$ cat src/rtl/dmem_arbiter_if.sv
//==============================================================================
// Module      : dmem_arbiter_if
// Description : Bus bundle between the two memory masters, the arbiter and the
//               data memory control pins.
// Revision    : 1.0 - initial release
//==============================================================================
`default_nettype none

interface dmem_arbiter_if #(
  parameter int DATA_WIDTH = 32
);
  logic                  req0;
  logic                  we0;
  logic                  byte0;
  logic [DATA_WIDTH-1:0] addr0;
  logic [DATA_WIDTH-1:0] wdata0;
  logic                  gnt0;
  logic                  rvalid0;
  logic [DATA_WIDTH-1:0] rdata0;
  logic                  rerr0;

  logic                  req1;
  logic                  we1;
  logic                  byte1;
  logic [DATA_WIDTH-1:0] addr1;
  logic [DATA_WIDTH-1:0] wdata1;
  logic                  lock1;
  logic                  gnt1;
  logic                  rvalid1;
  logic [DATA_WIDTH-1:0] rdata1;
  logic                  rerr1;

  logic                  mem_we;
  logic                  mem_st_byte;
  logic                  mem_ld_byte;
  logic [DATA_WIDTH-1:0] mem_addr;
  logic [DATA_WIDTH-1:0] mem_wd;
  logic [DATA_WIDTH-1:0] mem_rd;

  modport slave (
    input  req0, we0, byte0, addr0, wdata0,
    input  req1, we1, byte1, addr1, wdata1, lock1,
    input  mem_rd,
    output gnt0, rvalid0, rdata0, rerr0,
    output gnt1, rvalid1, rdata1, rerr1,
    output mem_we, mem_st_byte, mem_ld_byte, mem_addr, mem_wd
  );

  modport master (
    output req0, we0, byte0, addr0, wdata0,
    output req1, we1, byte1, addr1, wdata1, lock1,
    output mem_rd,
    input  gnt0, rvalid0, rdata0, rerr0,
    input  gnt1, rvalid1, rdata1, rerr1,
    input  mem_we, mem_st_byte, mem_ld_byte, mem_addr, mem_wd
  );
endinterface

`default_nettype wire

$ cat src/rtl/dmem_arbiter.sv
//==============================================================================
// Module      : dmem_arbiter
// Description : Fixed-priority two-port data memory arbiter with starvation
//               guard for port 1, port-1 lock and registered responses.
// Revision    : 1.0 - initial release
//==============================================================================
`default_nettype none

module dmem_arbiter #(
  parameter int ADDR_WIDTH   = 17,
  parameter int DATA_WIDTH   = 32,
  parameter int STARVE_LIMIT = 4
) (
  input  wire logic      clk,
  input  wire logic      rst,
  dmem_arbiter_if.slave  bus
);

  localparam int             CW        = $clog2(STARVE_LIMIT + 1);
  localparam logic [CW-1:0]  C_LIMIT   = CW'(STARVE_LIMIT);
  localparam logic [0:0]     ST_OPEN   = 1'b0;
  localparam logic [0:0]     ST_LOCKED = 1'b1;

  logic [0:0]            state_q, state_d;
  logic [CW-1:0]         starve_q, starve_d;
  logic                  rvalid0_q, rvalid1_q;
  logic                  rerr0_q, rerr1_q;
  logic [DATA_WIDTH-1:0] rdata0_q, rdata1_q;

  logic                  w_gnt0, w_gnt1, w_any, w_illegal, w_go;
  logic                  w_sel_we, w_sel_byte;
  logic [DATA_WIDTH-1:0] w_sel_addr, w_sel_wdata, w_rd_data;
  logic [DATA_WIDTH:0]   w_end;

  always_comb begin
    w_gnt0 = 1'b0;
    w_gnt1 = 1'b0;
    if (state_q == ST_LOCKED) begin
      w_gnt1 = bus.req1;
    end else if (bus.req1 && starve_q == C_LIMIT) begin
      w_gnt1 = 1'b1;
    end else if (bus.req0) begin
      w_gnt0 = 1'b1;
    end else if (bus.req1) begin
      w_gnt1 = 1'b1;
    end
  end

  assign w_any       = w_gnt0 | w_gnt1;
  assign w_sel_we    = w_gnt1 ? bus.we1    : bus.we0;
  assign w_sel_byte  = w_gnt1 ? bus.byte1  : bus.byte0;
  assign w_sel_addr  = w_gnt1 ? bus.addr1  : bus.addr0;
  assign w_sel_wdata = w_gnt1 ? bus.wdata1 : bus.wdata0;

  // Last byte touched, one bit wider so the top-of-memory check never wraps.
  assign w_end = {1'b0, w_sel_addr} + (w_sel_byte ? '0 : (DATA_WIDTH+1)'(3));

  assign w_illegal = (!w_sel_byte && (w_sel_addr[1:0] != 2'b00)) ||
                     ((w_end >> ADDR_WIDTH) != '0);
  assign w_go      = w_any && !w_illegal;

  assign bus.mem_we      = w_go & w_sel_we;
  assign bus.mem_st_byte = w_go & w_sel_we & w_sel_byte;
  assign bus.mem_ld_byte = w_go & ~w_sel_we & w_sel_byte;
  assign bus.mem_addr    = w_go ? w_sel_addr  : '0;
  assign bus.mem_wd      = w_go ? w_sel_wdata : '0;

  assign bus.gnt0 = w_gnt0;
  assign bus.gnt1 = w_gnt1;

  always_comb begin
    state_d = state_q;
    if (w_gnt1) begin
      state_d = bus.lock1 ? ST_LOCKED : ST_OPEN;
    end else if (state_q == ST_LOCKED && !bus.req1) begin
      state_d = ST_OPEN;
    end
  end

  always_comb begin
    starve_d = '0;
    if (bus.req1 && !w_gnt1) begin
      starve_d = (starve_q == C_LIMIT) ? starve_q : starve_q + CW'(1);
    end
  end

  // Only legal reads return memory data; writes and errors respond with zero.
  assign w_rd_data = (w_go && !w_sel_we) ? bus.mem_rd : '0;

  always_ff @(posedge clk or posedge rst) begin
    if (rst) begin
      state_q   <= ST_OPEN;
      starve_q  <= '0;
      rvalid0_q <= 1'b0;
      rvalid1_q <= 1'b0;
      rerr0_q   <= 1'b0;
      rerr1_q   <= 1'b0;
      rdata0_q  <= '0;
      rdata1_q  <= '0;
    end else begin
      state_q   <= state_d;
      starve_q  <= starve_d;
      rvalid0_q <= w_gnt0;
      rvalid1_q <= w_gnt1;
      rerr0_q   <= w_gnt0 & w_illegal;
      rerr1_q   <= w_gnt1 & w_illegal;
      rdata0_q  <= w_gnt0 ? w_rd_data : '0;
      rdata1_q  <= w_gnt1 ? w_rd_data : '0;
    end
  end

  assign bus.rvalid0 = rvalid0_q;
  assign bus.rvalid1 = rvalid1_q;
  assign bus.rerr0   = rerr0_q;
  assign bus.rerr1   = rerr1_q;
  assign bus.rdata0  = rdata0_q;
  assign bus.rdata1  = rdata1_q;

endmodule

`default_nettype wire

$ cat src/flat_wrapper.sv
// flat-port wrapper written by rule: the top's interface ports become plain ports
module dmem_arbiter_flat 
#(
  parameter int ADDR_WIDTH   = 17,
  parameter int DATA_WIDTH   = 32,
  parameter int STARVE_LIMIT = 4
)
  (clk, rst, bus_req0, bus_we0, bus_byte0, bus_addr0, bus_wdata0, bus_req1, bus_we1, bus_byte1, bus_addr1, bus_wdata1, bus_lock1, bus_mem_rd, bus_gnt0, bus_rvalid0, bus_rdata0, bus_rerr0, bus_gnt1, bus_rvalid1, bus_rdata1, bus_rerr1, bus_mem_we, bus_mem_st_byte, bus_mem_ld_byte, bus_mem_addr, bus_mem_wd);
  dmem_arbiter_if #(.DATA_WIDTH(DATA_WIDTH)) bus_i ();
  input  wire logic clk;
  input  wire logic rst;
  input wire logic [$bits(bus_i.req0)-1:0] bus_req0;
  input wire logic [$bits(bus_i.we0)-1:0] bus_we0;
  input wire logic [$bits(bus_i.byte0)-1:0] bus_byte0;
  input wire logic [$bits(bus_i.addr0)-1:0] bus_addr0;
  input wire logic [$bits(bus_i.wdata0)-1:0] bus_wdata0;
  input wire logic [$bits(bus_i.req1)-1:0] bus_req1;
  input wire logic [$bits(bus_i.we1)-1:0] bus_we1;
  input wire logic [$bits(bus_i.byte1)-1:0] bus_byte1;
  input wire logic [$bits(bus_i.addr1)-1:0] bus_addr1;
  input wire logic [$bits(bus_i.wdata1)-1:0] bus_wdata1;
  input wire logic [$bits(bus_i.lock1)-1:0] bus_lock1;
  input wire logic [$bits(bus_i.mem_rd)-1:0] bus_mem_rd;
  output wire logic [$bits(bus_i.gnt0)-1:0] bus_gnt0;
  output wire logic [$bits(bus_i.rvalid0)-1:0] bus_rvalid0;
  output wire logic [$bits(bus_i.rdata0)-1:0] bus_rdata0;
  output wire logic [$bits(bus_i.rerr0)-1:0] bus_rerr0;
  output wire logic [$bits(bus_i.gnt1)-1:0] bus_gnt1;
  output wire logic [$bits(bus_i.rvalid1)-1:0] bus_rvalid1;
  output wire logic [$bits(bus_i.rdata1)-1:0] bus_rdata1;
  output wire logic [$bits(bus_i.rerr1)-1:0] bus_rerr1;
  output wire logic [$bits(bus_i.mem_we)-1:0] bus_mem_we;
  output wire logic [$bits(bus_i.mem_st_byte)-1:0] bus_mem_st_byte;
  output wire logic [$bits(bus_i.mem_ld_byte)-1:0] bus_mem_ld_byte;
  output wire logic [$bits(bus_i.mem_addr)-1:0] bus_mem_addr;
  output wire logic [$bits(bus_i.mem_wd)-1:0] bus_mem_wd;
  assign bus_i.req0 = bus_req0;
  assign bus_i.we0 = bus_we0;
  assign bus_i.byte0 = bus_byte0;
  assign bus_i.addr0 = bus_addr0;
  assign bus_i.wdata0 = bus_wdata0;
  assign bus_i.req1 = bus_req1;
  assign bus_i.we1 = bus_we1;
  assign bus_i.byte1 = bus_byte1;
  assign bus_i.addr1 = bus_addr1;
  assign bus_i.wdata1 = bus_wdata1;
  assign bus_i.lock1 = bus_lock1;
  assign bus_i.mem_rd = bus_mem_rd;
  assign bus_gnt0 = bus_i.gnt0;
  assign bus_rvalid0 = bus_i.rvalid0;
  assign bus_rdata0 = bus_i.rdata0;
  assign bus_rerr0 = bus_i.rerr0;
  assign bus_gnt1 = bus_i.gnt1;
  assign bus_rvalid1 = bus_i.rvalid1;
  assign bus_rdata1 = bus_i.rdata1;
  assign bus_rerr1 = bus_i.rerr1;
  assign bus_mem_we = bus_i.mem_we;
  assign bus_mem_st_byte = bus_i.mem_st_byte;
  assign bus_mem_ld_byte = bus_i.mem_ld_byte;
  assign bus_mem_addr = bus_i.mem_addr;
  assign bus_mem_wd = bus_i.mem_wd;
  dmem_arbiter #(.ADDR_WIDTH(ADDR_WIDTH), .DATA_WIDTH(DATA_WIDTH), .STARVE_LIMIT(STARVE_LIMIT)) u_core (.clk(clk), .rst(rst), .bus(bus_i));
endmodule
$ cat config.mk
export PLATFORM = sky130hd
export DESIGN_NAME = dmem_arbiter_flat
export DESIGN_NICKNAME = d
export VERILOG_FILES = /design/src/rtl/dmem_arbiter_if.sv /design/src/rtl/dmem_arbiter.sv /design/src/flat_wrapper.sv
export SDC_FILE = /design/constraint.sdc
export NUM_CORES = 1
export LEC_CHECK = 0
export ABC_AREA = 1
export CORE_ASPECT_RATIO = 0.75
export CORE_UTILIZATION = 33
export DETAILED_ROUTE_END_ITERATION = 8
export GPL_ROUTABILITY_DRIVEN = 1
export PLACE_DENSITY = 0.88
export SYNTH_ARGS = -nofsm -noshare
export SYNTH_HDL_FRONTEND = slang
export SYNTH_SLANG_ARGS = --single-unit
$ cat constraint.sdc
create_clock -name clk -period 3.58 [get_ports clk]
set_clock_uncertainty 0.1 [all_clocks]
set_input_delay 0.537 -clock clk [delete_from_list [all_inputs] [get_ports clk]]
set_output_delay 0.537 -clock clk [all_outputs]
set_load 0.02 [all_outputs]
### After elaboration in Yosys (flattened, before gate mapping)

Index checks and enable logic that the tools add are counted.

| storage, ports and cells | value |
|---|---|
| flip-flop bits (word level) | 72 |
| output and inout port bits | 137 |

| cells by class | value |
|---|---|
| add/subtract/negate cells | 2 |
| bitwise logic cells | 8 |
| eq/ne operators | 2 |
| multiplexer cells | 22 |
| reduce and logical (&&, ||, !) cells | 15 |

Operator list:

| operator | number |
|---|---|
| 32-bit 2-to-1 mux | 7 |
| 32-bit by 33-bit adder with 33-bit output | 1 |
| 33-bit nonzero test | 1 |
| 1-bit 2-to-1 mux | 12 |
| 1-bit AND | 6 |
| 1-bit logical AND | 6 |
| 3-bit 2-to-1 mux | 2 |
| 1-bit logical NOT | 5 |
| 2-bit nonzero test | 2 |
| 3-bit by 1-bit adder with 3-bit output (second input constant) | 1 |
| 3-bit == test (second input constant) | 1 |
| 2-bit 2-to-1 mux | 1 |
| 2-bit != test (second input constant) | 1 |
| 1-bit logical OR | 1 |
| 1-bit NOT | 1 |
| 1-bit OR | 1 |

### Depth between registers and ports, before layout

Gate-level depths: netlist (run 1).

| logic depth | value |
|---|---|
| depth after elaboration | 14 |
| mapped depth | 25 |
| mapped depth without buffers | 23 |

### Worst setup path before layout (run 1)

No wires, ideal clock.

| path | value |
|---|---|
| kind | reg-to-output |
| start | register u_core.starve_q[0] |
| end | output bus_mem_addr[11] |
| stages on the path, launching flop included | 24 |
| slack | -311 ps |
| arrival time | 3,254 ps |
| buffers on the path | 2 |
| cells stage by stage | dfrtp_1 > inv_1 > ha_1 > nand2_1 > nand3_2 > nand2_2 > buf_2 > o21ai_0 > ha_1 > nand3_1 > nor2_1 > nand2_1 > a21oi_1 > nand2_1 > nand2_1 > nand2_1 > nor2_1 > nand2_1 > nor2_1 > nand3_2 > nor2_4 > inv_2 > buf_2 > a21oi_1 |

| on the way | value |
|---|---|
| longest elaborated chain between the ends | 12 |
| elaborated cells on any way between the ends | 19 |
| classes of those cells | add/sub (1); eq/ne (1); mux (8); bitwise (1); reduce/logical (8) |

Ends and longest elaborated chain:

| what | RTL line | text |
|---|---|---|
| start, declared | dmem_arbiter.sv:25 | `logic [CW-1:0] starve_q, starve_d;` |
| start signal, assigned | dmem_arbiter.sv:102 | `starve_q <= starve_d;` |
| 3-bit == test (*) | dmem_arbiter.sv:40 | `end else if (bus.req1 && starve_q == C_LIMIT) begin` |
| 1-bit logical AND (*) | dmem_arbiter.sv:40 |  |
| 1-bit 2-to-1 mux | dmem_arbiter.sv:40 |  |
| 1-bit 2-to-1 mux | dmem_arbiter.sv:38 | `if (state_q == ST_LOCKED) begin` |
| 1-bit 2-to-1 mux | dmem_arbiter.sv:51 | `assign w_sel_byte = w_gnt1 ? bus.byte1 : bus.byte0;` |
| 2-bit 2-to-1 mux | dmem_arbiter.sv:56 | `assign w_end = {1'b0, w_sel_addr} + (w_sel_byte ? '0 : (DATA_WIDTH+1)'(3));` |
| 32-bit by 33-bit adder with 33-bit output | dmem_arbiter.sv:56 |  |
| 33-bit nonzero test | dmem_arbiter.sv:59 | `((w_end >> ADDR_WIDTH) != '0);` |
| 1-bit logical OR | dmem_arbiter.sv:58 | `assign w_illegal = (!w_sel_byte && (w_sel_addr[1:0] != 2'b00)) \|\|` |
| 1-bit logical NOT | dmem_arbiter.sv:60 | `assign w_go = w_any && !w_illegal;` |
| 1-bit logical AND | dmem_arbiter.sv:60 |  |
| 32-bit 2-to-1 mux (*) | dmem_arbiter.sv:65 | `assign bus.mem_addr = w_go ? w_sel_addr : '0;` |
| end, declared | flat_wrapper.sv:35 | `output wire logic [$bits(bus_i.mem_addr)-1:0] bus_mem_addr;` |

Every way passes the cells marked *; elsewhere a longest branch is shown, timed or not.

### Worst setup path in the final report (run 1)

| path | value |
|---|---|
| start | input bus_req1 |
| end | output bus_mem_addr[14] |

| on the way | value |
|---|---|
| longest elaborated chain between the ends | 12 |
| elaborated cells on any way between the ends | 20 |
| classes of those cells | add/sub (1); mux (10); bitwise (1); reduce/logical (8) |

Ends and longest elaborated chain:

| what | RTL line | text |
|---|---|---|
| start, declared | flat_wrapper.sv:17 | `input wire logic [$bits(bus_i.req1)-1:0] bus_req1;` |
| 1-bit 2-to-1 mux | dmem_arbiter.sv:44 | `end else if (bus.req1) begin` |
| 1-bit 2-to-1 mux | dmem_arbiter.sv:42 | `end else if (bus.req0) begin` |
| 1-bit 2-to-1 mux | dmem_arbiter.sv:40 |  |
| 1-bit 2-to-1 mux | dmem_arbiter.sv:38 |  |
| 1-bit 2-to-1 mux | dmem_arbiter.sv:51 |  |
| 2-bit 2-to-1 mux | dmem_arbiter.sv:56 |  |
| 32-bit by 33-bit adder with 33-bit output | dmem_arbiter.sv:56 |  |
| 33-bit nonzero test | dmem_arbiter.sv:59 |  |
| 1-bit logical OR | dmem_arbiter.sv:58 |  |
| 1-bit logical NOT | dmem_arbiter.sv:60 |  |
| 1-bit logical AND | dmem_arbiter.sv:60 |  |
| 32-bit 2-to-1 mux (*) | dmem_arbiter.sv:65 |  |

Marks and branches as above.

==> metrics, run 1 <==
critical-path cell list clkdlybuf4s15_1 -> buf_4 -> nand2_8 -> nand2_4 -> o21ai_4 -> ha_4 -> nand3_4 -> nor2_4 -> nand2_2 -> a21oi_2 -> nand2_1 -> nand2_1 -> nand2_2 -> nor2_2 -> nand2_2 -> nor2_2 -> nand3_2 -> nor2_4 -> inv_8 -> buf_12 -> a21oi_4 -> buf_6; Total Routing Usage GR 0.301; I/O pin total between 300 and 400; Async S/R FF share, synth 1.00; Top Metal Used met4; relative slew slack 0.464; clk root buf clkbuf_16; Final Wtd Congestion about 0.99; # Max-Cap Violations 0; Synth Flop Type dfrtp_1; synth top area cells dfrtp_1 (38%), nand2_1 (21%), nor2_1 (12%); CTS Hold Bufs 0; worst skew pair latency between 300 and 400 ps; R2R depth 25; row count 37; grt total ovfl 0; first-pass GRT wire length between 30000 and 40000 um; Initial DRT Pass Iterations 5; drt total wl 22800 um; met2 wire length between 10000 and 15000 um; RSZ-0062 raised after global routing yes; final routed DRC violation total 0; Post-Syn Area approximately 4700 um2; CORE AREA 13800 um2; CP Capture Type primary output; DR WL met3 1680 um; M1 WL a little over 9000 um; Final Cycle Share 1.16; final count of pins violating max slew 0; WP data required about 2900 ps; CP Depth 22; Final Critical Period roughly 4200 ps; largest area contributor in the netlist dfrtp_1; Starting Density 0.341; count of buffers from port buffering between 200 and 300; clock buffer depth 2; via count 6509; flops & latches, synth 72; Crit path top cell by count nand2_2; Crit-path slowest cell ha_4; initial antenna violation count 0; most common cell in the netlist nand2_1; Detail Placement HPWL around 16000 um; CP max stage delay 320 ps; Seq/Total Area, Yosys 0.382; crit path DAT roughly 3500 ps; syn_area_per_cell approximately 6.3 um2; failing checks setup timing; IR drop worst, VDD 216 uV; Peak Freq ~0.24 GHz; # diodes 0; YS warnings 0; commonest cells in the netlist nand2_1 (265), nor2_1 (152), nand3_1 (87); die width between 100 and 150 um; Hold WS roughly 440 ps; CP Max Fanout 8; CP Class in2out; CTS sink cnt roughly 70; die area 14800 um2; largest net degree at the start of global routing 44; total negative slack -27190 ps; vias in the first global route 6458; H-tree levels 3; Final nets around 1300; Worst Hold Class reg2reg; number of flops mapped to enable cells by yosys 0; Hold Crit Depth 2; mean routed wirelength per cell 17.5 um; CTS buffer count 9; synth unique cells 24; P_leak roughly 4.5 nW; Setup WS post-layout -588 ps; DRT antenna net count 0; share of layout cells above drive strength 1 0.333; top cell type's share of synthesized area 0.382; Hold Fails Final Rpt 0; Mapped Cells roughly 750; CP delay by family, top simple AND/OR/NAND/NOR gates; Worst Tran Pin Value approximately 800 ps; Die H approximately 110 um; power density cells about 260 nW/um2; Layout area overhead 114%; Final Setup Violations 53; DR vias/cell about 5.0; CP Buf/Inv Count 5; Worst setup SP type input pin; clk slew on worst S/H paths 60 ps; status finished, violations left; initial detailed-routing violation count between 400 and 500; TritonCTS clock tree yes
[cells in the final DEF (no fill, tap or decap), drive strengths merged]
cell / count
nand2: 267
clkdlybuf4s50: 236
buf: 165
nor2: 153
nand3: 90
dfrtp: 72
inv: 55
a21oi: 38
conb: 15
clkbuf: 11
nand3b: 10
o21ai: 5
bufinv: 3
ha: 3
clkinv: 3
nor3: 1
nand4: 1
mux2i: 1
nor4: 1
xnor2: 1
bufbuf: 1
dlygate4sd2: 1
clkdlybuf4s15: 1
[sequential cells by signal, summed over array words and instances (netlist names)]
name and count:
u_core.bus.rdata0 32, u_core.bus.rdata1 32, u_core.bus.rerr0 1, u_core.bus.rerr1 1
u_core.bus.rvalid0 1, u_core.bus.rvalid1 1, u_core.starve_q 3, u_core.state_q 1
[final cells by class]
| cell class | count | area [um2] |
|---|---|---|
| clock buffer | 9 | 225 |
| clock inverter | 7 | 118 |
| fill | 1016 | 3740 |
| inverter | 54 | 210 |
| multi-input combinational | 586 | 3490 |
| sequential | 72 | 1800 |
| tap | 175 | 219 |
| timing repair buffer | 406 | 4040 |
[per-layer routing]
metal	track usage	vias up
li1	-	3066
met1	0.379	3047
met2	0.521	337
met3	0.0645	59
met4	0.0808	0
met5	0	-
[power by group]
part | total [W] | switching, W | internal, W | leakage, nW
Combinational | 0.000803 | 0.000425 | 0.000378 | 3.36
Sequential | 0.000822 | 0.00000244 | 0.000820 | 0.998
Clock | 0.00101 | 0.000334 | 0.000681 | 0.170
[metrics by stage]
step	utilization	cells	worst slack, ps	cell area, um2	total power (W)
2_1_floorplan	-	763	-89.7	5240	0.00113
3_3_place_gp	0.641	1275	-1230	8870	0.00149
3_5_place_dp	0.641	1275	-1330	8870	0.00150
4_1_cts	0.709	1307	-512	9810	0.00259
5_1_grt	0.730	1309	-772	10100	0.00274
6_report	0.730	1309	-588	10100	0.00264
[logic make-up after synthesis]
group	synth area share
buffers and inverters	0.104
other	0.000795
muxes	0.00212
xor gates and xnor gates	0.00186
AOI/OAI and AO/OA	0.0456
DFF	0.382
adders and majority gates	0.00796
and+or+nand+nor	0.455
[worst min-delay path: stages, from the launching register on]
cell and delay, ps:
dfrtp_1 350, buf_4 120, nor2_1 40
[repair_timing]
action | CTS | global route
hold endpoints to repair | 0 | 0
endpoints found under the setup margin | 116 | 116
gates cloned | 5 | 2
pin swaps | 14 | 39
gates resized for setup | 392 | 79
setup buffers | 11 | 2
[worst paths after layout]
kind / slack, ps / endpoint / start
worst max-delay path: -590 / bus_mem_addr[14] / bus_req1
worst min-delay path: 440 / u_core.starve_q[0] / u_core.starve_q[0]
worst max register to register: -20 / u_core.bus.rdata0[28] / u_core.starve_q[0]
worst min register to register: 440 / u_core.starve_q[0] / u_core.starve_q[0]
max in group asynchronous: 2020 / u_core.bus.rdata1[26] / rst
min in group asynchronous: 570 / u_core.bus.rdata0[12] / rst
No activity file was read; power rests on OpenSTA's default activity.
==> run 2: changes to the inputs <==
--- a/config.mk
+++ b/config.mk
@@ -8,6 +8,7 @@
 export ABC_AREA = 1
 export CORE_ASPECT_RATIO = 0.75
 export CORE_UTILIZATION = 33
+export CTS_BUF_LIST = sky130_fd_sc_hd__clkbuf_8 sky130_fd_sc_hd__clkbuf_16
 export DETAILED_ROUTE_END_ITERATION = 8
 export GPL_ROUTABILITY_DRIVEN = 1
 export PLACE_DENSITY = 0.88
==> results of run 2 <==
The final DEF is identical to that of run 1; final timing and power are the same.
==> run 3: changes to the inputs <==
--- a/config.mk
+++ b/config.mk
@@ -9,8 +9,9 @@
 export CORE_ASPECT_RATIO = 0.75
 export CORE_UTILIZATION = 33
 export CTS_BUF_LIST = sky130_fd_sc_hd__clkbuf_8 sky130_fd_sc_hd__clkbuf_16
+export CTS_CLUSTER_SIZE = 10
 export DETAILED_ROUTE_END_ITERATION = 8
-export GPL_ROUTABILITY_DRIVEN = 1
+export GPL_ROUTABILITY_DRIVEN = 0
 export PLACE_DENSITY = 0.88
 export SYNTH_ARGS = -nofsm -noshare
 export SYNTH_HDL_FRONTEND = slang
==> run 3 against run 2 <==
Against the previous run:
- the run still ends with setup timing left
- combinational power decreased by 2%
- power down 3.3%
- register-to-register slack worse by 150 ps
- worst hold slack improved by 85 ps
- largest power group unchanged
==> metrics, run 3 (synthesis gave the netlist of run 1 again) <==
Worst Hold Class reg2reg; Starting Density 0.341; initial antenna violation count 1; row count 37; CORE AREA 13800 um2; Setup WS post-layout -721 ps; reg-to-reg critical path startpoint u_core.starve_q[1]; sw frac 0.297; Final Critical Period approximately 4300 ps; WP data required 2940 ps; clock buffer depth 2; CP Max Fanout 6; non-filler cells, final 1307; internal power roughly 0.0018 W; Final nets roughly 1300; Initial DRT Pass Iterations 6; final count of pins violating max slew 0; share of power burned in the clock network 0.371; CP Capture Type primary output; Worst Tran Pin Value just over 700 ps; Hold WS ~530 ps; relative slew slack 0.526; Hold Fails Final Rpt 0; power density cells approximately 250 nW/um2; Detail Placement HPWL roughly 16000 um; Worst setup SP type register; status finished, violations left; commonest non-fill, non-tap cell in the layout clkdlybuf4s50_1; first-pass GRT wire length approximately 33000 um; DRT antenna net count 0; failing checks setup timing; Layout area overhead 115%; H-tree levels 3; TritonCTS clock tree yes; share of layout cells above drive strength 1 0.302; Final Cycle Share 1.20; RSZ-0062 raised after global routing yes; count of buffers from port buffering just under 300; clk root buf clkbuf_16; largest net degree at the start of global routing 40; CP Class reg2out; CP startpoint u_core.starve_q[1]; # Max-Cap Violations 0; grt total ovfl 0; switching power total around 0.00076 W; vias in the first global route 6458; worst skew pair latency about 330 ps; CTS sink cnt 72; clk slew on worst S/H paths roughly 60 ps; most frequent cells in the layout clkdlybuf4s50_1 (236), nand2_1 (222), nor2_1 (94); Placed Instances 1265; P_leak ~4.6 nW; Final Setup Violations about 110; drt total wl between 20000 and 25000 um; via count between 6000 and 7000; crit path DAT roughly 3700 ps; CTS buffer count 9; power share of the combinational group 0.307; IR drop worst, VDD approximately 270 uV; mean routed wirelength per cell approximately 18 um; Die H between 100 and 150 um; hold_sp u_core.starve_q[0]; I/O pin total a little over 300; DR vias/cell roughly 5.3; Total Routing Usage GR 0.293; Peak Freq 0.233 GHz; Seq pwr share 0.322; final routed DRC violation total 0; initial detailed-routing violation count between 600 and 700; die width ~140 um; die area between 10000 and 15000 um2
-- run 3: cell types whose count changed in the layout (fill, tap and decap cells not counted), moves of 9 or more --
cell | before | now
buf_6 | 32 | 54
nand2_2 | 51 | 37
a21oi_2 | 10 | 1
a21oi_4 | 28 | 37
nand2_1 | 205 | 222
buf_4 | 118 | 91
nor2_1 | 85 | 94
-- run 3: routing by layer --
layer / track usage / wire length (um) / up-vias
li1: - / - / 3070
met1: 0.365 / 8850 / 3160
met2: 0.483 / 11100 / 526
met3: 0.0772 / 2520 / 109
met4: 0.114 / 900 / 0
met5: 0 / 0 / -
-- run 3: worst paths after layout --
path / end / slack (ps) / depth (start not counted)
min in group asynchronous: u_core.bus.rdata1[23] / 540 / 2
max: bus_mem_ld_byte / -720 / 25
max reg2reg: u_core.bus.rdata0[13] / -170 / 25
min: u_core.starve_q[0] / 530 / 3
min reg2reg: u_core.starve_q[0] / 530 / 3
max in group asynchronous: u_core.bus.rdata0[31] / 2170 / 3
-- run 3: power by group through the flow --
stage	sequential, W	combinational [W]	clock, W
floorplan	0.000841	0.000291	0
global placement	0.000836	0.000645	0
detailed placement	0.000837	0.000654	0
CTS	0.000822	0.000715	0.000952
global route	0.000823	0.000830	0.00100
finish	0.000823	0.000784	0.000947
-- run 3: area by class of cell --
type / count / area, um2
Timing Repair inverter: 1 / 11.3
Inverter: 54 / 215
Sequential cell: 72 / 1800
Timing Repair Buffer: 402 / 4120
Fill cell: 934 / 3720
Tap cell: 175 / 219
Antenna cell: 1 / 2.50
Clock inverter: 7 / 95.1
Multi-Input combinational cell: 586 / 3430
Clock buffer: 9 / 225
-- run 3: per-stage QoR --
| step | instance area, um2 | power [W] | setup TNS (ps) | util | worst slack, ps |
|---|---|---|---|---|---|
| 2_1_floorplan | 5240 | 0.00113 | -3440 | - | -89.7 |
| 3_3_place_gp | 8780 | 0.00148 | -81250 | 0.634 | -1190 |
| 3_5_place_dp | 8780 | 0.00149 | -85890 | 0.634 | -1240 |
| 4_1_cts | 9570 | 0.00249 | -19200 | 0.692 | -396 |
| 5_1_grt | 10100 | 0.00265 | -58170 | 0.731 | -871 |
| 6_report | 10100 | 0.00255 | -39610 | 0.731 | -721 |
-- run 3: timing repair --
action                     CTS  global route
gates cloned                 8             3
buffers inserted             8             9
setup endpoints to repair  116           116
pin swaps                   20            37
hold buffers                 0             0
gates resized for setup    344           119
-- run 3: critical path, cell delays in order (launching register included) --
cell and delay [ps]:
dfrtp_1 390, inv_2 70, ha_4 170, nand2_4 50
nand3_4 120, nand2_8 100, o21ai_4 210, ha_4 250
nand3_2 60, nor2_1 50, nor2_1 170, nor2_2 90
buf_4 140, nand3b_1 80, nand2_1 70, nor2_1 140
nand2_1 80, nor2_1 160, nand3_2 130, nor2_4 150
buf_12 150, buf_6 110, buf_12 90, nand2_4 40
nor2_4 120, buf_6 130
